[config.mk]
export PLATFORM = sky130hd
export DESIGN_NAME = linked_list_scheduler
export DESIGN_NICKNAME = d
export VERILOG_FILES = /design/src/rtl/linked_list_scheduler_pkg.sv /design/src/rtl/linked_list_scheduler_rr_arbiter.sv /design/src/rtl/linked_list_scheduler.sv
export SDC_FILE = /design/constraint.sdc
export NUM_CORES = 1
export LEC_CHECK = 0
export ABC_AREA = 1
export ABC_CLOCK_PERIOD_IN_PS = 1640
export BUFFER_PORTS_ARGS = -buffer_cell sky130_fd_sc_hd__buf_2
export CORE_MARGIN = 1
export CORE_UTILIZATION = 39
export CTS_BUF_LIST = sky130_fd_sc_hd__clkbuf_8
export CTS_CLUSTER_DIAMETER = 80
export DETAILED_ROUTE_END_ITERATION = 8
export HOLD_SLACK_MARGIN = 0.02
export PLACE_DENSITY = 0.7
export SYNTH_ARGS = -nofsm -noshare
export SYNTH_HDL_FRONTEND = slang
export SYNTH_HIERARCHICAL = 1
export SYNTH_SLANG_ARGS = --single-unit
[constraint.sdc]
create_clock -name clk -period 1.64 [get_ports clk]
set_input_delay 0.164 -clock clk [delete_from_list [all_inputs] [get_ports clk]]
set_output_delay 0.164 -clock clk [all_outputs]
set_load 0.05 [all_outputs]
[src/rtl/linked_list_scheduler_pkg.sv]
// Shared types and helpers for the linked_list scheduler.
package linked_list_scheduler_pkg;

    typedef enum logic [1:0] {
        LLS_INIT  = 2'd0,
        LLS_RUN   = 2'd1,
        LLS_DRAIN = 2'd2
    } sched_state_t;

    // Index width with a floor of one bit so single-list builds still have a port.
    function automatic int idx_width(input int n);
        return (n > 1) ? $clog2(n) : 1;
    endfunction

endpackage

[src/rtl/linked_list_scheduler_rr_arbiter.sv]
// Round-robin arbiter: first set request at or after ptr wins; pointer state lives in the caller.
module rr_arbiter #(
    parameter int N = 2,
    parameter int W = 1
) (
    input  logic [N-1:0] req,
    input  logic [W-1:0] ptr,
    output logic [N-1:0] gnt,
    output logic [W-1:0] idx,
    output logic         any
);

    int j;

    always_comb begin
        gnt = '0;
        idx = '0;
        any = 1'b0;
        j   = 0;
        for (int k = 0; k < N; k++) begin
            j = int'(ptr) + k;
            if (j >= N) j = j - N;
            if (!any && req[j]) begin
                any    = 1'b1;
                gnt[j] = 1'b1;
                idx    = W'(j);
            end
        end
    end

endmodule

[src/rtl/linked_list_scheduler.sv]
// Sequences a shared-memory linked_list: RR push arbitration, RR pop scheduling,
// a registered dequeue port, linked_list reset sequencing and flush/drain.
module linked_list_scheduler
    import linked_list_scheduler_pkg::*;
#(
    parameter int NUM_ELEMS = 4,
    parameter int NUM_LISTS = 2,
    parameter int PTR_WIDTH = $clog2(NUM_ELEMS),
    parameter int LIST_W    = idx_width(NUM_LISTS)
) (
    input  logic                 clk,
    input  logic                 rst_n,
    input  logic [NUM_LISTS-1:0] enq_req,
    output logic [NUM_LISTS-1:0] enq_gnt,
    input  logic [NUM_LISTS-1:0] pop_en,
    input  logic                 flush,
    output logic                 flush_done,
    output logic                 deq_valid,
    input  logic                 deq_ready,
    output logic [LIST_W-1:0]    deq_list,
    output logic [PTR_WIDTH-1:0] deq_ptr,
    output logic                 ll_rst,
    output logic [NUM_LISTS-1:0] ll_push,
    output logic [NUM_LISTS-1:0] ll_pop,
    input  logic                 ll_full,
    input  logic [NUM_LISTS-1:0] ll_empty,
    input  logic [PTR_WIDTH-1:0] ll_popped
);

    sched_state_t         state, state_nxt;
    logic [LIST_W-1:0]    push_rr, pop_rr, push_idx, pop_idx;
    logic [NUM_LISTS-1:0] push_req, push_gnt, pop_req, pop_gnt;
    logic                 push_any, pop_any, slot_free, all_empty;

    function automatic logic [LIST_W-1:0] rr_next(input logic [LIST_W-1:0] i);
        return (int'(i) >= NUM_LISTS - 1) ? '0 : i + 1'b1;
    endfunction

    assign slot_free = !deq_valid || deq_ready;
    assign all_empty = &ll_empty;
    assign push_req  = (state == LLS_RUN && !ll_full) ? enq_req : '0;

    // DRAIN ignores the client mask so every list empties out.
    always_comb begin
        pop_req = '0;
        if (slot_free) begin
            if (state == LLS_RUN)        pop_req = ~ll_empty & pop_en;
            else if (state == LLS_DRAIN) pop_req = ~ll_empty;
        end
    end

    rr_arbiter #(.N(NUM_LISTS), .W(LIST_W)) u_push_arb (
        .req(push_req), .ptr(push_rr), .gnt(push_gnt), .idx(push_idx), .any(push_any)
    );

    rr_arbiter #(.N(NUM_LISTS), .W(LIST_W)) u_pop_arb (
        .req(pop_req), .ptr(pop_rr), .gnt(pop_gnt), .idx(pop_idx), .any(pop_any)
    );

    always_ff @(posedge clk or negedge rst_n) begin
        if (!rst_n) state <= LLS_INIT;
        else        state <= state_nxt;
    end

    always_comb begin
        state_nxt = state;
        case (state)
            LLS_INIT:  state_nxt = LLS_RUN;
            LLS_RUN:   if (flush) state_nxt = LLS_DRAIN;
            LLS_DRAIN: if (all_empty && slot_free) state_nxt = LLS_RUN;
            default:   state_nxt = LLS_INIT;
        endcase
    end

    always_comb begin
        ll_rst     = (state == LLS_INIT);
        flush_done = (state == LLS_DRAIN) && all_empty && slot_free;
        enq_gnt    = push_gnt;
        ll_push    = push_gnt;
        ll_pop     = pop_gnt;
    end

    // ll_popped is combinational on ll_pop, so it is captured in the pop cycle.
    always_ff @(posedge clk or negedge rst_n) begin
        if (!rst_n) begin
            push_rr   <= '0;
            pop_rr    <= '0;
            deq_valid <= 1'b0;
            deq_list  <= '0;
            deq_ptr   <= '0;
        end else begin
            if (push_any) push_rr <= rr_next(push_idx);
            if (pop_any) begin
                pop_rr    <= rr_next(pop_idx);
                deq_valid <= 1'b1;
                deq_list  <= pop_idx;
                deq_ptr   <= ll_popped;
            end else if (deq_valid && deq_ready) begin
                deq_valid <= 1'b0;
            end
        end
    end

endmodule

==> metrics.yaml, run 1 <==
finish:
  final_cells: 129
  multi_input_area_sq_um: 289
  layout-drive-gt1-share: 0.487
  register_area_sq_um: 200
  postLayoutCoreUtil: 0.736
  fill_cells: 90
  design_area_sq_um: 851
  final_nets: 130
  area_delta_synth_final_pct: 66.7
  n_antenna_cell: 0
floorplanning:
  ios: 25
  die-area_sq_mm: 0.00146
  die_h_um: 38.2
  dieWidth_um: 38.2
  start_util: 0.442
  core_sq_mm: 0.00116
  rows: 12
synth:
  yosysMostFrequentCell: "nand2_1"
  async_reset_ff_frac: 1.00
  yosysSeqAreaShare: 0.392
  syn_area_per_cell_sq_um: 6.30
  yosysTopAreaCell: "dfrtp_1"
  synth_cell_type_count: 12
  syn_area_sq_um: 510
  synth_edf_count: 0
  synth_flop_cell: "dfrtp_1"
  synthTopCellsByCount: "nand2_1 (31), inv_1 (17), nor2_1 (12), dfrtp_1 (8), a21oi_1 (3)"
  yosys-top-cells-area: "dfrtp_1 (39%), nand2_1 (23%), inv_1 (13%)"
  syn_inst: 81
  synth_top_area_frac: 0.392
  yosysWarnings: 6
  yosys_register_bits: 8
  synth_nets: 94
setup_path:
  crit_path_max_fanout: 4
  cp-end-kind: "output port"
  required_ns: 1.48
  path_class: "reg -> out"
  start_kind: "register"
  crit_arrival_ns: 1.53
  worst_r2r_path_depth: 11
route:
  via_per_inst: 4.47
  postRouteAntennaNets: 0
  firstDrtPassIters: 2
  vias: 576
  drt_iter0_markers: 3
  route.detailed.drc: 0
  routed_wl_um: 1400
  wire_per_inst_um: 10.9
placement:
  place_area_sq_um: 648
  gp_congestion: 0.632
  dp_hpwl_um: 844
  portBuffers: 24
  dp.cells: 117
power:
  vdd_drop_max_mv: 1.38
  power_leakage_nw: 0.494
  powerDensity_mw_per_mm2: 1930
status:
  violations: "setup timing"
  outcome: "finished with violations"
global_routing:
  overflow: 0
  grt_max_degree: 9
  antenna_found_initial: 0
  grt_pass1_wl_um: 2060
  grt_pass1_vias: 545
  grt_usage: 0.208
cts:
  numClockSinks: 8
  tritoncts: "done"
  clk_pin_slew_ns: 0.04
  root_buffer: "clkbuf_8"
  numCtsBuffers: 3
  clkLatencyLatePin_ns: 0.23
  h-tree-depth: 1
  cts_buffer_depth: 2
hold_path:
  hold_depth: 3
  worstHoldPathType: "in -> reg"
sta:
  rsz0062_at_grt: "yes"
  tightest_slew_ns: 0.249
  fin_skew_ns: 0.00278
  setup_tns_ns: -0.118
  setup_viol: 5
  period_share: 1.03
  drv_slew: 0
  setup_slack_ns: -0.0539
  clock.fmax_mhz: 590
  min_period_ns: 1.69
  relSlewSlack: 0.835
  hold_viol: 0
flow_run:
  drv_cap: 0
==> flip-flops by register name, summed over array words and instances, names as in the netlist <==
| name | cells |
|---|---|
| deq_list | 1 |
| push_rr | 1 |
| deq_valid | 1 |
| deq_ptr | 2 |
| state | 2 |
| pop_rr | 1 |
==> final cells by class <==
class                   count  share of cell area
multi-input cells          53               0.340
well taps                  14              0.0206
flip-flops and latches      8               0.235
repair buffers             33               0.276
clock buffers               3              0.0485
inverters                  18              0.0794
==> kinds of logic after synthesis <==
logic type / share of synthesized area
AOI/OAI and AO/OA: 0.0539
buffers and inverters: 0.162
DFF: 0.392
and+or+nand+nor: 0.392
==> power by group <==
| part | switching, mW | total (mW) | internal (mW) |
|---|---|---|---|
| registers | 0.0839 | 0.375 | 0.291 |
| clock network | 0.0739 | 0.233 | 0.159 |
| logic | 0.720 | 1.03 | 0.313 |
| total | 0.878 | 1.64 | 0.763 |
==> metal layers <==
layer | GRT usage | share of wire
met1 | 0.217 | 0.42
met2 | 0.390 | 0.54
met3 | 0.0523 | 0.039
met4 | 0.0804 | 0
met5 | 0 | 0
==> worst paths after layout <==
kind	startpoint	end	slack [ns]
setup reg to reg	state[0]	push_rr	0.07
setup / recovery	state[0]	ll_push[1]	-0.05
hold / removal	ll_popped[0]	deq_ptr[0]	0.14
min in group asynchronous	rst_n	deq_valid	0.31
max in group asynchronous	rst_n	push_rr	1.17
hold reg to reg	deq_list	deq_list	0.46
==> layout by cell type (no fill, tap or decap), drive strengths merged <==
master	Yosys	layout
inv	18	18
nor3b	2	2
nor2	15	15
dfrtp	8	8
nand2	31	31
buf	2	32
clkbuf	0	3
a21oi	3	3
o21ai	1	1
dlygate4sd3	0	1
o21a	1	1
==> metrics by stage <==
stage / setup WS [ns] / power, mW / hold slack, ns
final: -0.0539 / 1.64 / 0.137
after global routing: -0.116 / 1.74 / 0.150
after CTS: -0.0272 / 1.53 / 0.141
after detailed placement: 0.0497 / 1.23 / 0.0139
after global placement: 0.109 / 1.20 / 0.0119
after floorplan: -0.187 / 1.06 / -0.132
==> worst max-delay path, stage by stage, from the launching register on <==
cell	delay (ns)
dfrtp_1	0.39
inv_2	0.07
nor2_4	0.12
inv_2	0.08
nor3b_2	0.22
inv_2	0.10
nor2_4	0.13
nor2_4	0.05
buf_6	0.15
==> what timing repair did <==
item | 4_1_cts | 5_1_grt
gates resized for setup | 18 | 14
pin swaps | 5 | 9
buffers inserted | 5 | 4
endpoints found under the setup margin | 6 | 12
hold endpoints to repair | 8 | 0
hold buffers | 1 | 0
Power figures use the tool's default switching activity.
==> inputs of run 2 (changes only) <==
ABC_CLOCK_PERIOD_IN_PS = 1850   (was 1640)
clock period = 1.85 ns   (was 1.64 ns; I/O delays follow)
==> run 2 against run 1 <==
  * The flow now finishes without violations
  * Wire length fell by 23%
  * Core utilization fell by 12 points
  * Global-route usage fell by 4.1 points
  * Critical path depth fell by 1
  * Highest routed layer unchanged
  * Sequential cell count did not move
  * Clock-buffer cell count did not move
  * Critical endpoint unchanged
  * Die area did not move
==> metrics.yaml, run 2 (synthesized netlist as in run 1, its figures left out) <==
setup_path:
  worst_r2r_path_depth: 10  # -1
  reg2reg_from: "state[1]"
  r2r-end: "pop_rr"
  max_stage_delay_ns: 0.36  # -0.03 ns
  crit_path_end: "ll_push[1]"
  cp-end-kind: "output port"
  rrSetupSlack_ns: 0.26  # +0.19 ns
  start_kind: "register"
  crit_arrival_ns: 1.55  # +0.02 ns
  cp_top_family: "buffers and inverters"
  cp.buffers_inverters: 4  # unchanged
  crit_path_max_fanout: 4  # unchanged
  crit_cells: 7  # -1
  required_ns: 1.66  # +0.18 ns
  path_class: "reg -> out"
  crit_chain: "inv_1 -> nor2_4 -> inv_2 -> nor3b_2 -> inv_1 -> nor2_2 -> clkbuf_4"
  crit_top_cell: "inv_1"
  slowest_stage: "dfrtp_1"
  cp-startpoint: "state[0]"
placement:
  dp_hpwl_um: 834  # -1.2%
  portBuffers: 24  # unchanged
  gp_congestion: 0.628  # -0.68%
  place_area_sq_um: 641  # -1.2%
power:
  powerDensity_mw_per_mm2: 1810  # -6.3%
  vdd_drop_max_mv: 0.883  # -36%
  power_leakage_nw: 0.440  # -11%
route:
  firstDrtPassIters: 3  # +1
  via_per_inst: 4.33  # -3.0%
  routed_wl_um: 1070  # -23%
  vias: 524  # -9.0%
  postRouteAntennaNets: 0  # unchanged
  wire_per_inst_um: 8.87  # -18%
  route.detailed.drc: 0  # unchanged
  drt_iter0_markers: 4  # +1
sta:
  relSlewSlack: 0.835  # about the same
  drv_slew: 0  # unchanged
  whs_ns: 0.162  # +0.0248 ns
  tightest_slew_ns: 0.250  # +0.000760 ns
  hold_viol: 0  # unchanged
  period_share: 0.939
  clock.fmax_mhz: 576
  setup_viol: 0  # -5
  fin_skew_ns: 0.00390  # +0.00113 ns
  min_period_ns: 1.74
flow_run:
  drv_cap: 0  # unchanged
cts:
  numCtsBuffers: 3  # unchanged
  clkLatencyLatePin_ns: 0.22  # about the same
  numClockSinks: 8  # unchanged
  root_buffer: "clkbuf_8"
  h-tree-depth: 1  # unchanged
  clk_pin_slew_ns: 0.04  # about the same
  cts_buffer_depth: 2  # unchanged
  tritoncts: "done"
  post_cts_buffers: 0  # -5
global_routing:
  antenna_found_initial: 0  # unchanged
  overflow: 0  # unchanged
  grt_pass1_vias: 464  # -15%
  grt_max_degree: 9  # unchanged
  grt_usage: 0.167  # -0.0411
  grt_pass1_wl_um: 1640  # -20%
floorplanning:
  die-area_sq_mm: 0.00146  # unchanged
  dieWidth_um: 38.2  # unchanged
  start_util: 0.442  # unchanged
  ios: 25  # unchanged
  core_sq_mm: 0.00116  # unchanged
  die_h_um: 38.2  # unchanged
  rows: 12  # unchanged
finish:
  reg_top3: "deq_ptr x2, state x2"
  fill_cells: 122  # +36%
  most-common-layout-cells: "nand2_1 (31), buf_2 (20), inv_1 (17)"
  n_antenna_cell: 0  # unchanged
  design_area_sq_um: 717  # -16%
  final_nets: 122  # -6.2%
  area_delta_synth_final_pct: 40.4
  layout_commonest_cell: "nand2_1"
  layout-drive-gt1-share: 0.336  # -0.151
hold_path:
  hold_depth: 3  # unchanged
  worstHoldPathType: "in -> reg"
status:
  outcome: "finished clean"
==> run 2: cell count changes in the layout (fill, tap and decap cells not counted), moves of 3 or more <==
cell	change
nor2_1	+3
inv_2	-6
nor2_4	-3
buf_4	-8
inv_1	+6
clkbuf_4	+4
buf_6	-4
==> run 2: area by class of cell <==
cell class | instances | area (sq um) | share of cell area
Inverter | 18 | 67.6 | 0.0942
Timing Repair Buffer | 25 | 140 | 0.195
Tap cell | 14 | 17.5 | 0.0244
Clock buffer | 3 | 41.3 | 0.0576
Multi-Input combinational cell | 53 | 250 | 0.349
Sequential cell | 8 | 200 | 0.279
==> run 2: power breakdown <==
group / leakage [nW] / switching [mW] / internal [mW]
clock: 0.0216 / 0.0586 / 0.140
combinational: 0.325 / 0.578 / 0.200
sequential: 0.0930 / 0.0605 / 0.258
==> run 2: tightest hold or removal path, stage by stage <==
cell and delay [ns]:
buf_2 0.07, nand2_1 0.04, nand2_1 0.05
==> run 2: per-stage QoR <==
step	TNS [ns]	power [mW]	worst slack, ns	utilization	std cells
3_3_place_gp	0	1.06	0.327	0.554	117
6_report	0	1.29	0.113	0.620	121
3_5_place_dp	0	1.08	0.270	0.554	117
2_1_floorplan	0	0.928	0.00167	-	81
5_1_grt	-0.0152	1.40	-0.00771	0.620	121
4_1_cts	0	1.29	0.0288	0.598	121
==> run 2: repair_timing <==
| action | CTS | global route |
|---|---|---|
| setup endpoints to repair | 0 | 4 |
| resized for setup | 0 | 7 |
| hold buffers | 1 | 0 |
| hold endpoints to repair | 8 | 0 |
==> run 2: metal layers <==
metal | global-route usage | vias up | share of wire
met4 | 0.0804 | 0 | 0
li1 | - | 283 | -
met1 | 0.164 | 230 | 0.41
met5 | 0 | - | 0
met3 | 0.0349 | 0 | 0.042
met2 | 0.322 | 11 | 0.55
==> run 2: how the worst min path moves through the flow <==
stage                       startpoint    endpoint
after floorplan                  rst_n    deq_list
after global placement           rst_n   deq_valid
after detailed placement         rst_n   deq_valid
after CTS                 ll_popped[0]  deq_ptr[0]
after global routing      ll_popped[1]  deq_ptr[1]
final                     ll_popped[1]  deq_ptr[1]
==> inputs of run 3 (changes only) <==
ABC_AREA = unset   (was 1)
CAP_MARGIN = 10   (was unset)
CORE_AREA = 2 2 39 41   (was unset)
CORE_MARGIN = unset   (was 1)
CORE_UTILIZATION = unset   (was 39)
DIE_AREA = 0 0 41 43   (was unset)
PLACE_DENSITY = unset   (was 0.7)
==> run 3 against run 2 <==
  * Clock power rose by 2%
  * Via count fell by 22%
  * Design area fell by 4.2%
  * Setup slack got worse by 0.023 ns
  * Worst hold slack improved by 0.030 ns
  * Final cell count fell by 26%
  * Global-route usage fell by 5.0 points
  * Wire length fell by 11%
  * Critical path depth fell by 2
  * Combinational power rose by 2.7%
  * Synthesized cell count fell by 46%
  * First-iteration DRC count fell by 25%
  * Highest routed layer is now met4
==> metrics.yaml, run 3 <==
setup_path:
  crit_path_max_fanout: 4  # unchanged
  required_ns: 1.66  # about the same
  path_class: "reg -> out"
  cp-end-kind: "output port"
  crit_arrival_ns: 1.58  # +0.03 ns
  start_kind: "register"
synth:
  synth_edf_count: 0  # unchanged
  synthTopCellsByCount: "dfrtp_1 (8), a21boi_0 (6), inv_1 (4), a21oi_1 (3), mux2_2 (3)"
  yosys_register_bits: 8  # unchanged
  yosys-top-cells-area: "dfrtp_1 (44%), a21boi_0 (9.9%), mux2_2 (7.5%)"
  yosysWarnings: 6  # unchanged
  yosysTopAreaCell: "dfrtp_1"
  synth_cell_type_count: 18  # +6
  async_reset_ff_frac: 1.00  # unchanged
  yosysSeqAreaShare: 0.442  # +0.0498
  yosysMostFrequentCell: "dfrtp_1"
  syn_area_sq_um: 453  # -11%
  synth_nets: 57  # -39%
  synth_top_area_frac: 0.442  # +0.0498
  synth_flop_cell: "dfrtp_1"
  syn_inst: 44  # -46%
  syn_area_per_cell_sq_um: 10.3  # +63%
flow_run:
  drv_cap: 0  # unchanged
sta:
  hold_viol: 0  # unchanged
  relSlewSlack: 0.839  # +0.00394
  fin_skew_ns: 0.00234  # -0.00157 ns
  drv_slew: 0  # unchanged
  setup_viol: 0  # unchanged
  clock.fmax_mhz: 568  # -1.3%
  period_share: 0.951  # +0.0124
  min_period_ns: 1.76  # +0.0229 ns
  setup_tns_ns: 0  # unchanged
  tightest_slew_ns: 0.240  # -0.00978 ns
hold_path:
  worstHoldPathType: "in -> reg"
power:
  power_leakage_nw: 0.378  # -14%
  vdd_drop_max_mv: 0.841  # -4.7%
  powerDensity_mw_per_mm2: 1930  # +7.0%
  total_power_mw: 1.33  # +2.5%
finish:
  layout-drive-gt1-share: 0.548  # +0.211
  area_delta_synth_final_pct: 51.7
  final_cells: 89  # -26%
  fill_cells: 144  # +18%
  design_area_sq_um: 687  # -4.2%
  final_nets: 88  # -28%
  layout_commonest_cell: "buf_2"
  most-common-layout-cells: "buf_2 (22), dfrtp_1 (8), inv_1 (4), buf_4 (4)"
  reg_top3: "deq_ptr x2, state x2"
  n_antenna_cell: 0  # unchanged
  postLayoutCoreUtil: 0.496  # -0.124
cts:
  clk_pin_slew_ns: 0.04  # about the same
  numCtsBuffers: 3  # unchanged
  numClockSinks: 8  # unchanged
  clkLatencyLatePin_ns: 0.22  # about the same
  root_buffer: "clkbuf_8"
  h-tree-depth: 1  # unchanged
  cts_buffer_depth: 2  # unchanged
  tritoncts: "done"
global_routing:
  grt_pass1_vias: 340  # -27%
  grt_usage: 0.117  # -0.0500
  grt_max_degree: 9  # unchanged
  grt_pass1_wl_um: 1330  # -19%
  antenna_found_initial: 0  # unchanged
  overflow: 0  # unchanged
placement:
  dp_hpwl_um: 745  # -11%
  portBuffers: 24  # unchanged
  place_area_sq_um: 593  # -7.4%
  dp.cells: 83  # -29%
  gp_congestion: 0.708  # +13%
floorplanning:
  ios: 25  # unchanged
  dieWidth_um: 41  # +7.4%
  die-area_sq_mm: 0.00176  # +21%
  die_h_um: 43  # +13%
  core_sq_mm: 0.00138  # +20%
  rows: 14  # +2
  start_util: 0.327  # -0.114
route:
  drt_iter0_markers: 3  # -1
  via_per_inst: 4.62  # +6.6%
  firstDrtPassIters: 4  # +1
  routed_wl_um: 950  # -11%
  vias: 411  # -22%
  wire_per_inst_um: 10.7  # +20%
  postRouteAntennaNets: 0  # unchanged
  route.detailed.drc: 0  # unchanged
status:
  outcome: "finished clean"
-- run 3: cell count changes after synthesis, moves of 2 or more --
cell      before  now
mux2i_1        0    2
nor3_1         0    2
nor3b_1        2    0
nor2b_1        0    2
or2_1          0    2
nand2b_1       0    2
mux2_2         0    3
nor2_2         2    0
nand2_1       31    0
and3b_1        0    2
inv_1         17    4
nor2_1        12    1
a21boi_0       0    6
-- run 3: layer usage --
metal / share of wire / vias up / global-route usage
li1: - / 207 / -
met1: 0.42 / 180 / 0.148
met2: 0.45 / 20 / 0.156
met3: 0.11 / 4 / 0.0157
met4: 0.024 / 0 / 0.120
met5: 0 / - / 0
-- run 3: kinds of logic after synthesis --
| kind of cell | synth area share |
|---|---|
| AO/OA/AOI/OAI | 0.169 |
| flip-flops | 0.442 |
| multiplexers | 0.119 |
| buffers and inverters | 0.0663 |
| AND/OR/NAND/NOR | 0.204 |
-- run 3: cell type report --
class | count | area, sq um | share of cell area
clock buffer | 3 | 41.3 | 0.0601
inverter | 4 | 15.0 | 0.0219
multi-input combinational | 30 | 249 | 0.362
sequential | 8 | 200 | 0.291
tap | 16 | 20.0 | 0.0291
timing repair buffer | 28 | 161 | 0.235
-- run 3: metrics by stage --
step,hold slack (ns),setup slack (ns)
6_report,0.192,0.0897
5_1_grt,0.193,-0.00304
4_1_cts,0.182,0.0111
3_5_place_dp,0.0366,0.0479
3_3_place_gp,0.0341,0.0935
2_1_floorplan,-0.111,-0.284
-- run 3: worst max-delay path, stage by stage (launching register included) --
cell and delay [ns]:
dfrtp_1 0.39, and2b_4 0.28, a21oi_2 0.04, nor3_2 0.25
a21boi_2 0.22, buf_6 0.17
-- run 3: worst paths after layout --
check | start | endpoint | slack, ns | cells after the start
min in group asynchronous | rst_n | deq_ptr[1] | 0.33 | 2
setup reg to reg | state[0] | deq_list | 0.16 | 5
hold reg to reg | deq_ptr[1] | deq_ptr[1] | 0.51 | 1
setup / recovery | state[0] | ll_pop[1] | 0.09 | 5
max in group asynchronous | rst_n | state[0] | 1.36 | 2
hold / removal | ll_popped[1] | deq_ptr[1] | 0.19 | 2
-- run 3: what timing repair did --
item / 4_1_cts / 5_1_grt
pin swaps: 0 / 1
hold buffers: 1 / 0
endpoints found under the hold margin: 8 / 0
setup buffers: 0 / 2
setup endpoints to repair: 2 / 3
gates resized for setup: 2 / 7
-- run 3: report_power, final --
part	switching [mW]	internal, mW
registers	0.0640	0.262
clock network	0.0627	0.140
logic	0.511	0.287
total	0.637	0.690
